### src/rtl/seq_pkg.sv
// seq_pkg: shared FSM encoding and serial-pattern constants for pattern generators and detectors
package seq_pkg;
  localparam int SEQ_MAX_LEN = 16;
  typedef enum logic [1:0] {IDLE = 2'd0, SHIFT = 2'd1, GAP = 2'd2, DONE = 2'd3} state_t;
  localparam logic [2:0] PAT_101 = 3'b101;
  localparam int PAT_101_LEN = 3;
endpackage

### src/rtl/seq_shreg.sv
// seq_shreg: loadable left shift register whose MSB is the next pattern bit, reloadable per frame
module seq_shreg #(
  parameter int MAX_LEN = 16,
  parameter int LEN_W = 5
) (
  input  logic               clk,
  input  logic               reset,
  input  logic               load,
  input  logic               restart,
  input  logic               shift,
  input  logic [MAX_LEN-1:0] data,
  input  logic [LEN_W-1:0]   len,
  output logic               head
);
  logic [MAX_LEN-1:0] saved, sr, aligned;
  assign aligned = data << (LEN_W'(MAX_LEN) - len);
  // head is the bit emitted this edge, so load/restart bypass the register
  assign head = load ? aligned[MAX_LEN-1] : restart ? saved[MAX_LEN-1] : sr[MAX_LEN-1];
  always_ff @(posedge clk) begin
    if (reset) begin
      saved <= '0;
      sr <= '0;
    end else if (load) begin
      saved <= aligned;
      sr <= aligned << 1;
    end else if (restart) sr <= saved << 1;
    else if (shift) sr <= sr << 1;
  end
endmodule

### src/rtl/seq_pattern_gen.sv
// seq_pattern_gen: MSB-first serial pattern transmitter with repeats, idle gaps, busy and done
module seq_pattern_gen
  import seq_pkg::*;
#(
  parameter int MAX_LEN = SEQ_MAX_LEN,
  parameter int LEN_W = $clog2(MAX_LEN + 1),
  parameter int CNT_W = 8,
  parameter int GAP_W = 4
) (
  input  logic               clk,
  input  logic               reset,
  input  logic               start,
  input  logic [MAX_LEN-1:0] pattern,
  input  logic [LEN_W-1:0]   length,
  input  logic [CNT_W-1:0]   repeat_cnt,
  input  logic [GAP_W-1:0]   gap,
  input  logic               idle_level,
  output logic               ser_out,
  output logic               ser_valid,
  output logic               frame_start,
  output logic               busy,
  output logic               done
);
  state_t state, state_nx;
  logic [LEN_W-1:0] left, left_nx, len_q, len_c;
  logic [CNT_W-1:0] frames, frames_nx;
  logic [GAP_W-1:0] gcnt, gcnt_nx, gap_q;
  logic idle_q, cap, load, restart, shift, head;
  logic out_nx, valid_nx, fs_nx;

  seq_shreg #(.MAX_LEN(MAX_LEN), .LEN_W(LEN_W)) u_shreg (
    .clk(clk), .reset(reset), .load(load), .restart(restart), .shift(shift),
    .data(pattern), .len(len_c), .head(head)
  );

  always_comb begin
    len_c = (length > LEN_W'(MAX_LEN)) ? LEN_W'(MAX_LEN) : length;
    cap = (state == IDLE) && start;
    state_nx = state;
    left_nx = left;
    frames_nx = frames;
    gcnt_nx = gcnt;
    load = 1'b0;
    restart = 1'b0;
    shift = 1'b0;
    valid_nx = 1'b0;
    fs_nx = 1'b0;
    case (state)
      IDLE: if (start) begin
        if (len_c == '0 || repeat_cnt == '0) state_nx = DONE;
        else begin
          state_nx = SHIFT;
          load = 1'b1;
          valid_nx = 1'b1;
          fs_nx = 1'b1;
          left_nx = len_c - 1'b1;
          frames_nx = repeat_cnt;
        end
      end
      SHIFT: if (left != '0) begin
        shift = 1'b1;
        valid_nx = 1'b1;
        left_nx = left - 1'b1;
      end else begin
        frames_nx = frames - 1'b1;
        if (frames_nx == '0) state_nx = DONE;
        else if (gap_q != '0) begin
          state_nx = GAP;
          gcnt_nx = gap_q - 1'b1;
        end else begin
          restart = 1'b1;
          valid_nx = 1'b1;
          fs_nx = 1'b1;
          left_nx = len_q - 1'b1;
        end
      end
      GAP: if (gcnt != '0) gcnt_nx = gcnt - 1'b1;
      else begin
        state_nx = SHIFT;
        restart = 1'b1;
        valid_nx = 1'b1;
        fs_nx = 1'b1;
        left_nx = len_q - 1'b1;
      end
      DONE: state_nx = IDLE;
    endcase
    out_nx = valid_nx ? head : cap ? idle_level : idle_q;
  end

  always_ff @(posedge clk) begin
    if (reset) begin
      state <= IDLE;
      left <= '0;
      frames <= '0;
      gcnt <= '0;
      len_q <= '0;
      gap_q <= '0;
      idle_q <= 1'b0;
      ser_out <= 1'b0;
      ser_valid <= 1'b0;
      frame_start <= 1'b0;
      busy <= 1'b0;
      done <= 1'b0;
    end else begin
      state <= state_nx;
      left <= left_nx;
      frames <= frames_nx;
      gcnt <= gcnt_nx;
      if (cap) begin
        len_q <= len_c;
        gap_q <= gap;
        idle_q <= idle_level;
      end
      ser_out <= out_nx;
      ser_valid <= valid_nx;
      frame_start <= fs_nx;
      busy <= state_nx != IDLE;
      done <= state_nx == DONE;
    end
  end
endmodule

### config.mk
export PLATFORM = sky130hd
export DESIGN_NAME = seq_pattern_gen
export DESIGN_NICKNAME = d
export VERILOG_FILES = /design/src/rtl/seq_pkg.sv /design/src/rtl/seq_shreg.sv /design/src/rtl/seq_pattern_gen.sv
export SDC_FILE = /design/constraint.sdc
export NUM_CORES = 1
export LEC_CHECK = 0
export BUFFER_PORTS_ARGS = -buffer_cell sky130_fd_sc_hd__clkbuf_2
export CORE_MARGIN = 2
export CORE_UTILIZATION = 55
export DETAILED_ROUTE_END_ITERATION = 8
export GPL_TIMING_DRIVEN = 0
export PLACE_DENSITY = 0.72
export SLEW_MARGIN = 25
export SYNTH_ARGS = -nofsm -noshare
export SYNTH_HDL_FRONTEND = slang
export SYNTH_HIERARCHICAL = 1
export SYNTH_SLANG_ARGS = --single-unit
### constraint.sdc
create_clock -name clk -period 4.6 [get_ports clk]
set_clock_uncertainty 0.15 [all_clocks]
set_input_delay 0.92 -clock clk [delete_from_list [all_inputs] [get_ports clk]]
set_output_delay 0.92 -clock clk [all_outputs]
set_load 0.02 [all_outputs]
==> results.md <==
* Outcome: completed
* DR pass1 iterations at 5
* RSZ-0062 raised after global routing: false
* Final max-slew violation count at 0
* Synth Net Count at 603
* Final HPWL DP at 8678 um
* Synth top area share at between 20% and 30%
* Root Driver: clkbuf_8
* Max Fclk at 234.5 MHz
* Vias in the first global route at 4001
* Critical path class: primary input to register
* R2r worst-path depth at 15
* Reg clk slew, reported paths at 70 ps
* I/O pin count at 42
* Leakage at 0.001892 uW
* Area after DPL at 4762 sq um
* Ys flop type: dfxtp_1
* GPL Wtd Cong at 0.9475
* Design Area, Final at 4994 sq um
* WP data required at 4700 ps
* Setup Viol. Count Final at 0
* Total negative slack at 0 ps
* Worst Max-Slew Pin Slew at 927.2 ps
* Row count at 32
* Crit. End Element: register
* Diode count at 0
* CTS Hold Bufs at 0
* Distinct cells, synth at 75
* Die Ht at 93.79 um
* Crit path max-delay cell type: a211oi_1
* WHS Path Cells at 2
* Cells after Synth at 554
* Final ANT Viol Nets at 0
* Crit Path Max Fanout at 10
* CTS HTree Levels at 3
* Sequential fraction of the synthesis area at 29.35%
* Crit path DAT at 4370 ps
* Relative slew slack at roughly 38%
* DR vias at 4396
* Routed WL at 11820 um
* Layout Nets at 654
* First-pass GRT wire length at roughly 20000 um
* Buf/Inv on CP at 4
* Synth Register Bits at 65
* Num CTS Buffers at 9
* Area occupied by multi-input gates at about 2900 sq um
* 1st-iter DRT viols at 292
* Worst path depth at 17
* Vias/cell at about 6.2
* Async SR Flop Fraction at 0%
* Port Buffers at 40
* Synthesized cell area at about 4400 sq um
* Total power at 3175 uW
* Count leader, synth: dfxtp_1
* Final Hold Fails at 0
* Synth Warn # at 6
* CP top delay family: simple AND/OR/NAND/NOR gates
* FF+latch area at 1301 sq um
* Post-Route Utilization at 64.29%
* Clk sinks at 65
* CTS tree: done
* Worst hold slack at about 300 ps
* Crit-path cells: clkbuf_1 > nor2b_2 > inv_1 > ha_1 > nor4b_1 > a211oi_1 > nand2_1 > inv_1 > clkbuf_2 > and2_1 > mux2i_4 > nor2_2 > a221o_1 > nor2_1 > o21ai_0 > o211ai_1 > nor3_1
* CP startpoint kind: primary input
* Cell Pwr Density at 635.9 nW/um^2
* Post-synth EDFFs at 0
* Core ar. at 7767 sq um
* Area growth syn-to-layout at 12.61%
* Worst VDD drop at 259.3 uV
* Leading post-synthesis cells by cell area: dfxtp_1 29%, a21oi_1 4.9%, nand2_1 4.6%
* Avg WL per Cell at ~17 um
* Final worst path period need at 4265 ps
* Largest net degree at the start of global routing at 13
* Top cell type by total area after synthesis: dfxtp_1
* Mean Syn Cell Area at 8.004 sq um
* Total global-route track usage at between 20% and 30%
* Hold Path Class: register to register
* Most common cell on crit path: inv_1
* Clock network latency to the later pin of the worst-skew pair at 360 ps
* Layout cells sized above 1 at around 17%
* Initial Util at 57.09%
* Longest Clk Path Bufs at 2
* Top post-synthesis cells by count: 65 x dfxtp_1, 54 x nand2_1, 54 x nor2_1, 43 x a21oi_1, 36 x inv_1
* Fill count at 723
* Max incr delay on CP at 420 ps
* Crit share post-route at 92.71%
* Initial antenna violation count at 0
* Total gr overflow at 0
* Die area at about 9000 sq um
* DRC at 0
* Number of max-cap violations at 0
* DIE WIDTH at 93.79 um
## path summary, 6_finish.rpt
path,startpoint,end,slack [ps]
worst max register to register,frames[0]$_SDFFE_PP0P_,ser_out$_SDFF_PP0_,670
worst min-delay path,u_shreg/saved[12]$_SDFFE_PP0P_,u_shreg/saved[12]$_SDFFE_PP0P_,300
worst min register to register,u_shreg/saved[12]$_SDFFE_PP0P_,u_shreg/saved[12]$_SDFFE_PP0P_,300
worst max-delay path,length[4],ser_out$_SDFF_PP0_,340
## state kept, by name (all words and copies together), names as in the netlist
signal,count
len_q,5
gcnt,4
done,1
u_shreg/sr,15
gap_q,4
idle_q,1
state,2
u_shreg/saved,16
left,5
busy,1
ser_valid,1
frames,8
frame_start,1
ser_out,1
## tightest hold or removal path, cell delays in order, from the launching register on
cell	delay [ps]
dfxtp_1	310
nand2_1	60
nand2_1	40
## layout by cell type, fill, tap and decap left out, types with 13 or more instances in the layout
cell / count
nand2_1: 54
dfxtp_1: 65
nand2b_1: 13
mux2i_1: 16
clkbuf_2: 41
a21oi_1: 43
mux2_2: 16
inv_1: 36
clkbuf_1: 24
o21ai_0: 18
nor3_1: 21
nor2_1: 54
## metal layers
metal	vias up	wire length, um	GRT usage, %
li1	2126	-	-
met1	2095	5648	40.41
met2	157	5133	41.61
met3	18	819	5.457
met4	0	220	10.27
met5	-	0	0
## what timing repair did
item | in CTS | in global routing
setup buffers | 0 | 0
gates resized for setup | 0 | 4
endpoints found under the setup margin | 0 | 25
## layout make-up
cell class,instances,area share (%)
buffer,35,3.032
clock buffer,9,2.481
clock inverter,7,1.904
inverter,36,2.706
multi-input combinational,418,57.25
sequential,65,26.06
tap,102,2.556
timing repair buffer,40,4.009
## power breakdown
part	internal [uW]	switching (uW)	leakage, uW
sequential	741	137	0.000532
combinational	690	1060	0.00125
clock	305	242	0.000109
total	1740	1440	0.00189
## cells by family after synthesis
family	count (synthesis)	synth area share, %
AO/OA/AOI/OAI	146	23.76
adder cells (fa/ha/maj)	12	3.386
buffers and inverters	71	6.433
multiplexers	38	10.52
flip-flops	65	29.35
AND/OR/NAND/NOR	211	24.38
XOR/XNOR	11	2.173
## stage by stage
stage / worst slack (ps) / std cells
2_1_floorplan: 586.9 / 554
4_1_cts: 59.77 / 712
3_3_place_gp: -240.6 / 696
3_5_place_dp: -299.0 / 696
5_1_grt: 21.99 / 712
6_report: 335.4 / 712
Note: power is estimated with default switching activity, not from simulation.
